==> config.mk <==
export PLATFORM = sky130hd
export DESIGN_NAME = pipe_ctrl
export DESIGN_NICKNAME = d
export VERILOG_FILES = /design/src/rtl/pipe_ctrl_pkg.sv /design/src/rtl/pipe_ctrl_sat_counter.sv /design/src/rtl/pipe_ctrl.sv
export SDC_FILE = /design/constraint.sdc
export NUM_CORES = 1
export LEC_CHECK = 0
export ABC_AREA = 1
export BUFFER_PORTS_ARGS = -buffer_cell sky130_fd_sc_hd__buf_2
export CORE_MARGIN = 10
export CORE_UTILIZATION = 57
export CTS_CLUSTER_SIZE = 40
export DETAILED_ROUTE_END_ITERATION = 6
export HOLD_SLACK_MARGIN = 0.1
export PLACE_DENSITY = 0.89
export RECOVER_POWER = 50
export SYNTH_ARGS = -nofsm -noshare
export SYNTH_HDL_FRONTEND = slang
export SYNTH_SLANG_ARGS = --single-unit
==> constraint.sdc <==
create_clock -name clk -period 4.8 [get_ports clk]
set_input_delay 0.24 -clock clk [delete_from_list [all_inputs] [get_ports clk]]
set_output_delay 0.24 -clock clk [all_outputs]
set_load 0.03 [all_outputs]
==> src/rtl/pipe_ctrl_pkg.sv <==
// Shared types and constants for the pipeline control unit.
//   Stall vectors: bit 0=PC, 1=IF, 2=ID, 3=EX, 4=MEM, 5=WB.
package pipe_ctrl_pkg;

  localparam int unsigned STALL_W  = 6;
  localparam int unsigned WORD_W   = 32;

  localparam logic [STALL_W-1:0] STALL_NONE = 6'b000000;
  localparam logic [STALL_W-1:0] STALL_ID   = 6'b000111;
  localparam logic [STALL_W-1:0] STALL_EX   = 6'b001111;
  localparam logic [STALL_W-1:0] STALL_MEM  = 6'b011111;

  localparam logic FLUSH_ENABLE  = 1'b1;
  localparam logic FLUSH_DISABLE = 1'b0;

  localparam logic [WORD_W-1:0] ZERO_WORD   = 32'h0000_0000;
  localparam logic [WORD_W-1:0] BUS_ERR_VEC = 32'h0000_0040;

  typedef enum logic {
    CTRL_RUN   = 1'b0,
    CTRL_FLUSH = 1'b1
  } ctrl_state_t;

endpackage

==> src/rtl/pipe_ctrl_sat_counter.sv <==
// Saturating up-counter with synchronous reset and clear.
//   clk, rst : clock, synchronous active-high reset
//   clr      : synchronous clear
//   inc      : add one unless already all ones
//   count    : current value
module pipe_ctrl_sat_counter #(
  parameter int unsigned W = 32
) (
  input  logic         clk,
  input  logic         rst,
  input  logic         clr,
  input  logic         inc,
  output logic [W-1:0] count
);

  always_ff @(posedge clk) begin
    if (rst || clr) begin
      count <= '0;
    end else if (inc && (count != {W{1'b1}})) begin
      count <= count + W'(1);
    end
  end

endmodule

==> src/rtl/pipe_ctrl.sv <==
// Pipeline control: stall arbitration, exception/bus-timeout flush
// sequencing and a saturating stall-cycle counter.
//   clk, rst                 : clock, synchronous active-high reset
//   stallreq_id/ex/mem       : stall requests (priority MEM > EX > ID)
//   except_valid, except_pc  : exception/ERET commit and its target PC
//   stall                    : combinational per-stage stall vector
//   flush, new_pc, bus_err   : registered flush control and timeout pulse
//   stall_cycles             : saturating count of stalled cycles
module pipe_ctrl
  import pipe_ctrl_pkg::*;
#(
  parameter int unsigned       FLUSH_CYCLES = 1,
  parameter int unsigned       TIMEOUT      = 256,
  parameter logic [31:0]       BUS_ERR_PC   = BUS_ERR_VEC,
  parameter int unsigned       CNT_W        = 32
) (
  input  logic        clk,
  input  logic        rst,
  input  logic        stallreq_id,
  input  logic        stallreq_ex,
  input  logic        stallreq_mem,
  input  logic        except_valid,
  input  logic [31:0] except_pc,
  output logic [5:0]  stall,
  output logic        flush,
  output logic [31:0] new_pc,
  output logic        bus_err,
  output logic [31:0] stall_cycles
);

  localparam int unsigned TCNT_W = 16;
  localparam int unsigned FCNT_W = 4;

  ctrl_state_t        state_q, state_d;
  logic [TCNT_W-1:0]  tcnt_q, tcnt_d;
  logic [FCNT_W-1:0]  fcnt_q, fcnt_d;
  logic               flush_d, bus_err_d;
  logic [31:0]        new_pc_d;
  logic               exc_take, tmo_fire, flush_done;
  logic [CNT_W-1:0]   stall_cnt;

  assign exc_take   = (state_q == CTRL_RUN) && except_valid;
  assign tmo_fire   = (state_q == CTRL_RUN) && stallreq_mem &&
                      (tcnt_q == TCNT_W'(TIMEOUT - 1));
  assign flush_done = (state_q == CTRL_FLUSH) &&
                      (fcnt_q == FCNT_W'(FLUSH_CYCLES - 1));

  // State register
  always_ff @(posedge clk) begin
    if (rst) state_q <= CTRL_RUN;
    else     state_q <= state_d;
  end

  // Next-state logic
  always_comb begin
    state_d = state_q;
    case (state_q)
      CTRL_RUN:   if (exc_take || tmo_fire) state_d = CTRL_FLUSH;
      CTRL_FLUSH: if (flush_done)           state_d = CTRL_RUN;
      default:    state_d = CTRL_RUN;
    endcase
  end

  // Output logic: combinational stall plus next values of registered outputs
  always_comb begin
    stall     = STALL_NONE;
    flush_d   = (state_d == CTRL_FLUSH) ? FLUSH_ENABLE : FLUSH_DISABLE;
    bus_err_d = tmo_fire && !except_valid;
    new_pc_d  = new_pc;
    if (!rst && (state_q == CTRL_RUN) && !except_valid) begin
      if      (stallreq_mem) stall = STALL_MEM;
      else if (stallreq_ex)  stall = STALL_EX;
      else if (stallreq_id)  stall = STALL_ID;
    end
    // Exception outranks a coincident timeout
    if (exc_take)      new_pc_d = except_pc;
    else if (tmo_fire) new_pc_d = BUS_ERR_PC;
  end

  // Timeout and flush-length counters
  always_comb begin
    tcnt_d = '0;
    fcnt_d = '0;
    if ((state_q == CTRL_RUN) && stallreq_mem && !except_valid && !tmo_fire)
      tcnt_d = tcnt_q + TCNT_W'(1);
    if ((state_q == CTRL_FLUSH) && !flush_done)
      fcnt_d = fcnt_q + FCNT_W'(1);
  end

  // Registered outputs and counters
  always_ff @(posedge clk) begin
    if (rst) begin
      flush   <= FLUSH_DISABLE;
      new_pc  <= ZERO_WORD;
      bus_err <= 1'b0;
      tcnt_q  <= '0;
      fcnt_q  <= '0;
    end else begin
      flush   <= flush_d;
      new_pc  <= new_pc_d;
      bus_err <= bus_err_d;
      tcnt_q  <= tcnt_d;
      fcnt_q  <= fcnt_d;
    end
  end

  pipe_ctrl_sat_counter #(.W(CNT_W)) u_stall_cnt (
    .clk   (clk),
    .rst   (rst),
    .clr   (1'b0),
    .inc   (stall != STALL_NONE),
    .count (stall_cnt)
  );

  assign stall_cycles = 32'(stall_cnt);

endmodule

* After elaboration in Yosys (flattened, before gate mapping)
Index checks and enable logic that the tools add are counted.
** Word-level totals
- Register bits after elaboration :: 87
- Output and inout port bits :: 72
- Input bits :: 38
- Word-level logic and storage cells :: 46
** Cells by class
- Reduce and logical (&&, ||, !) cells :: 21
- Equality and inequality tests :: 2
- $add $sub $neg :: 3
- Bitwise gates (word level) :: 3
- Multiplexer cells :: 10
** Operators by type and width (number)
- 32-bit 2-to-1 mux :: 2
- 32-bit by 1-bit adder with 32-bit output, second input constant :: 1
- 32-bit inequality test, second input constant :: 1
- 16-bit by 1-bit adder with 16-bit output, second input constant :: 1
- 16-bit by 8-bit == test with 1-bit output, second input constant :: 1
- 1-bit logical AND :: 11
- 5-bit 2-to-1 mux :: 2
- 6-bit nonzero test :: 1
- 4-bit by 1-bit adder with 4-bit output, second input constant :: 1
- 1-bit zero test :: 4
- 4-bit zero test :: 1
- 4-bit 2-to-1 mux :: 1
- 2-bit OR reduction :: 2
- 1-bit 2-to-1 mux :: 3
- 3-bit 2-to-1 mux :: 1
- 1-bit inverter :: 3
- 1-bit case mux with 2 select lines :: 1
- 2-bit nonzero test :: 1
- 1-bit logical OR :: 1

* Depth between registers and ports, before layout
- Depth in word-level cells :: 7
- Depth in mapped cells :: 11
- Depth with buffers taken out :: 10

* Cells and area by module
A second synthesis with hierarchy kept.
** Second synthesis, totals
- Cells, all modules :: 622
- Area total of the unflattened synthesis :: 4334.2 um^2
** Modules (own cells, without submodules)
- pipe_ctrl :: cells an instance 294, area each 2306.0 um^2, instances 1
- pipe_ctrl_sat_counter :: cells an instance 328, area each 2028.2 um^2, instances 1

* Worst setup path after synthesis
No wires, ideal clock.
- Path kind :: reg-to-reg
- Start point :: register u_stall_cnt.count[0]
- End point :: register u_stall_cnt.count[13]
- Cell stages (with the launch flop) :: 10
- Arrival :: 1.662 ns
- Setup slack :: 3.022 ns
- Setup time :: 0.116 ns
- Cell sequence :: dfxtp_1 -> ha_1 -> inv_1 -> nor2_2 -> nand2_2 -> nor2_4 -> nand2_4 -> buf_2 -> a21oi_1 -> nor2_1
** Between the ends
- Longest elaborated chain between the ends :: 2
- Elaborated cells between the ends (all ways) :: 3
- Classes of those cells :: 1 x add/sub; 1 x eq/ne; 1 x reduce/logical
** RTL lines
- start: declaration :: line pipe_ctrl_sat_counter.sv:13 : output logic [W-1:0] count
- start signal: assignment :: line pipe_ctrl_sat_counter.sv:20 : count <= count + W'(1);
- branches (longest 2 deep; another with 32-bit by 1-bit adder with 32-bit output)
Several ways; the timed one is not identified.
A chain may end at the register's enable or synchronous reset.

* Worst setup path after layout
- Start point :: input rst
- End point :: output stall[2]
** Between the ends
- Longest elaborated chain between the ends :: 4
** RTL lines
- start: declaration :: line pipe_ctrl.sv:18 : input logic rst,
- 1-bit zero test :: line pipe_ctrl.sv:70 : if (!rst && (state_q == CTRL_RUN) && !except_valid) begin
- 1-bit logical AND (2 in a row) :: line pipe_ctrl.sv:70
- 5-bit 2-to-1 mux :: line pipe_ctrl.sv:70
- end: declaration :: line pipe_ctrl.sv:24 : output logic [5:0] stall,
No other way between the ends.

==> metrics <==
worst slack, placed 2.049 ns; r2r worst-path depth 10; buffer depth of the longest clock path 2; endpoint type of the worst setup path output pin; minimum clock period after layout 3.412 ns; Net Count, Synth ~640; total grt overflow 0; Syn Area/Cell 6.936 sq um; synthesis-stage register bit count 86; Detailed Route Iter0 Violations between 200 and 300; drt drc 0; Final Hold Vio Count 0; final setup violation count 0; highest-count cells in the layout ignoring fill and taps sky130_fd_sc_hd__nand2_1 (135), sky130_fd_sc_hd__nor2_1 (108), sky130_fd_sc_hd__dfxtp_1 (86); highest ir drop seen on vdd 0.2480 mV; average via count per standard cell 5.272; predominant post-synthesis flop cell sky130_fd_sc_hd__dfxtp_1; pin slew with the least headroom to its limit 1.210 ns; CP startpoint kind input port; maximum fanout count along the critical path 35; post-DR wirelength/cell around 14 um; CP Data Required Time 4.56 ns; via count of the first global-routing pass just over 4,000; placement row count 30; critical path data arrival time 3.17 ns; YS warnings 0; Cells on Worst Hold Path 3; number of cells in the finished layout apart from fillers just under 800; H-tree depth 3; WS Path Type input port to output pin; Hold Crit Start except_pc[29]; most common cell after layout, fill and taps aside sky130_fd_sc_hd__nand2_1; async set-or-reset flop fraction in the synthesized netlist 0%; number of sinks handled by clock tree synthesis 86; fraction of final layout cells with drive strength greater than 1 roughly an eighth; # IOs 110; number of buffers added by the clock tree synthesis step 9; number of enable-type register cells in the synthesized netlist 0; pin count of the biggest net entering global routing 37; number of max-cap violations 0; cell count after placement 776; post-CTS clock slew at the launch and capture registers of the worst setup and hold paths 0.09 ns; aggregate negative setup slack 0 ns; number of antenna violations at the first check in global routing 0; count of antenna diodes in the layout 0; Synth-to-Final Area Change 15.38%; maximum clock frequency 293.1 MHz; RSZ-0062 raised after global routing false; fraction of the yosys area taken by sequential cells about two fifths; gr usage total just under 20%; layout net count 734; launch point of the worst reg-to-reg path tcnt_q[0]; die area 11,060 sq um; number of iterations in the first detailed-routing pass 5; number of instances in the synthesized netlist 596; placeable core area 6907 sq um; number of buffers added on ports roughly 110; Syn Std Cell Area 4134 sq um; insertion delay of the later-clocked pin in the worst-skew pair 0.36 ns; endpoint of the worst register-to-register path tcnt_q[11]; power per standard cell area 293.2 nW/um^2; die height 105.2 um; synth unique cells 34; Slew Viols, Final 0; last weighted congestion value of the routability-driven placer 0.8657; status finished clean; starting utilization of the core area about three fifths; period utilization between 70% and 80%; global-route wire length before repair around 18 mm; die extent in x 105.2 um; Clock Root Buffer sky130_fd_sc_hd__clkbuf_8; number of antenna-violating nets in the routed design 0; TritonCTS clock tree done; post-route clock skew 0.009924 ns; worst min-delay path endpoint new_pc[29]; count of fill cells added during filler insertion around 640; number of setup buffers added after CTS 0; Final Worst Setup Slack 1.388 ns; max-slew headroom at the worst pin 18.88%; HPWL reported at the end of detailed placement 8.049 mm; worst setup slack for register-to-register paths 1.97 ns; post-detailed-routing wire length 10.99 mm; vias after detailed routing between 4,000 and 5,000; type of the most critical hold path input port to register; Leak 1.875 nW
[worst max-delay path, stage by stage]
cell	delay, ns
sky130_fd_sc_hd__buf_2	0.50
sky130_fd_sc_hd__clkinvlp_2	1.18
sky130_fd_sc_hd__nand3_1	0.63
sky130_fd_sc_hd__nor2_1	0.33
sky130_fd_sc_hd__buf_2	0.28
[routing by layer]
metal  up-vias  GRT usage, %  wire, um
met2       169         32.83      5400
met5         -             0         0
met3        22         8.538      1139
met4         0         7.255       210
li1       2080             -         -
met1      1910         21.52      4239
[report_power, final]
part           switching (mW)  leakage, nW  internal, mW  total [mW]
clock                   0.271       0.0987         0.257       0.528
combinational          0.0933         1.08        0.0359       0.129
sequential             0.0105        0.699         0.730       0.741
[area by class of cell]
class / instances / area [sq um] / share of cell area [%]
timing repair buffer: 109 / 467.9 / 9.811
sequential: 86 / 1722 / 36.10
multi-input combinational: 436 / 2062 / 43.23
tap: 96 / 120.1 / 2.518
clock inverter: 6 / 71.32 / 1.495
inverter: 50 / 188.9 / 3.961
clock buffer: 10 / 137.6 / 2.886
[synth_stat cells (all sizes together), types with 3 or more instances]
master  instances  area [sq um]
xnor2           3         26.28
nand3          85         490.5
xor2            6         52.55
nor3            9         50.05
nand2         141         551.8
inv            49         183.9
ha              4         50.05
a21oi          49         245.2
dfxtp          86          1722
buf            17         102.6
nor2          123         524.3
clkbuf          7         26.28
nand4           5         31.28
[cell families after synthesis]
group                      synth area share, %
AOI/OAI and AO/OA                        6.507
adders and majority gates                1.211
other                                  0.09071
xor gates and xnor gates                 1.907
and+or+nand+nor                          40.95
buffers and inverters                    7.687
DFF                                      41.65
[registers in the layout (all words and copies together) (netlist names)]
register,count
bus_err,1
new_pc,32
tcnt_q,16
state_q,1
u_stall_cnt.count,32
fcnt_q,4
[timing repair]
item,CTS,global route
endpoints found under the setup margin,0,0
hold buffers,1,0
hold endpoints to repair,1,0
gates resized for setup,0,0
[stage by stage]
stage	instance area [sq um]	util, %	power, mW	hold WS (ns)
floorplan	4134	-	0.8466	0.3109
detailed placement	4668	67.59	0.8912	0.4436
global placement	4668	67.59	0.8882	0.4282
CTS	4887	70.76	1.408	0.1175
global route	4770	69.06	1.451	0.1101
finish	4770	69.06	1.398	0.1208
[worst max-delay path by stage]
stage                                    start  slack (ns)                     to
after floorplan           u_stall_cnt.count[0]        3.02  u_stall_cnt.count[13]
after global placement            except_valid        2.10              new_pc[6]
after detailed placement          except_valid        2.05              new_pc[6]
after CTS                         except_valid        1.90              new_pc[6]
after global routing                       rst        1.17               stall[1]
final                                      rst        1.39               stall[2]
Note: power is estimated with default switching activity, not from simulation.
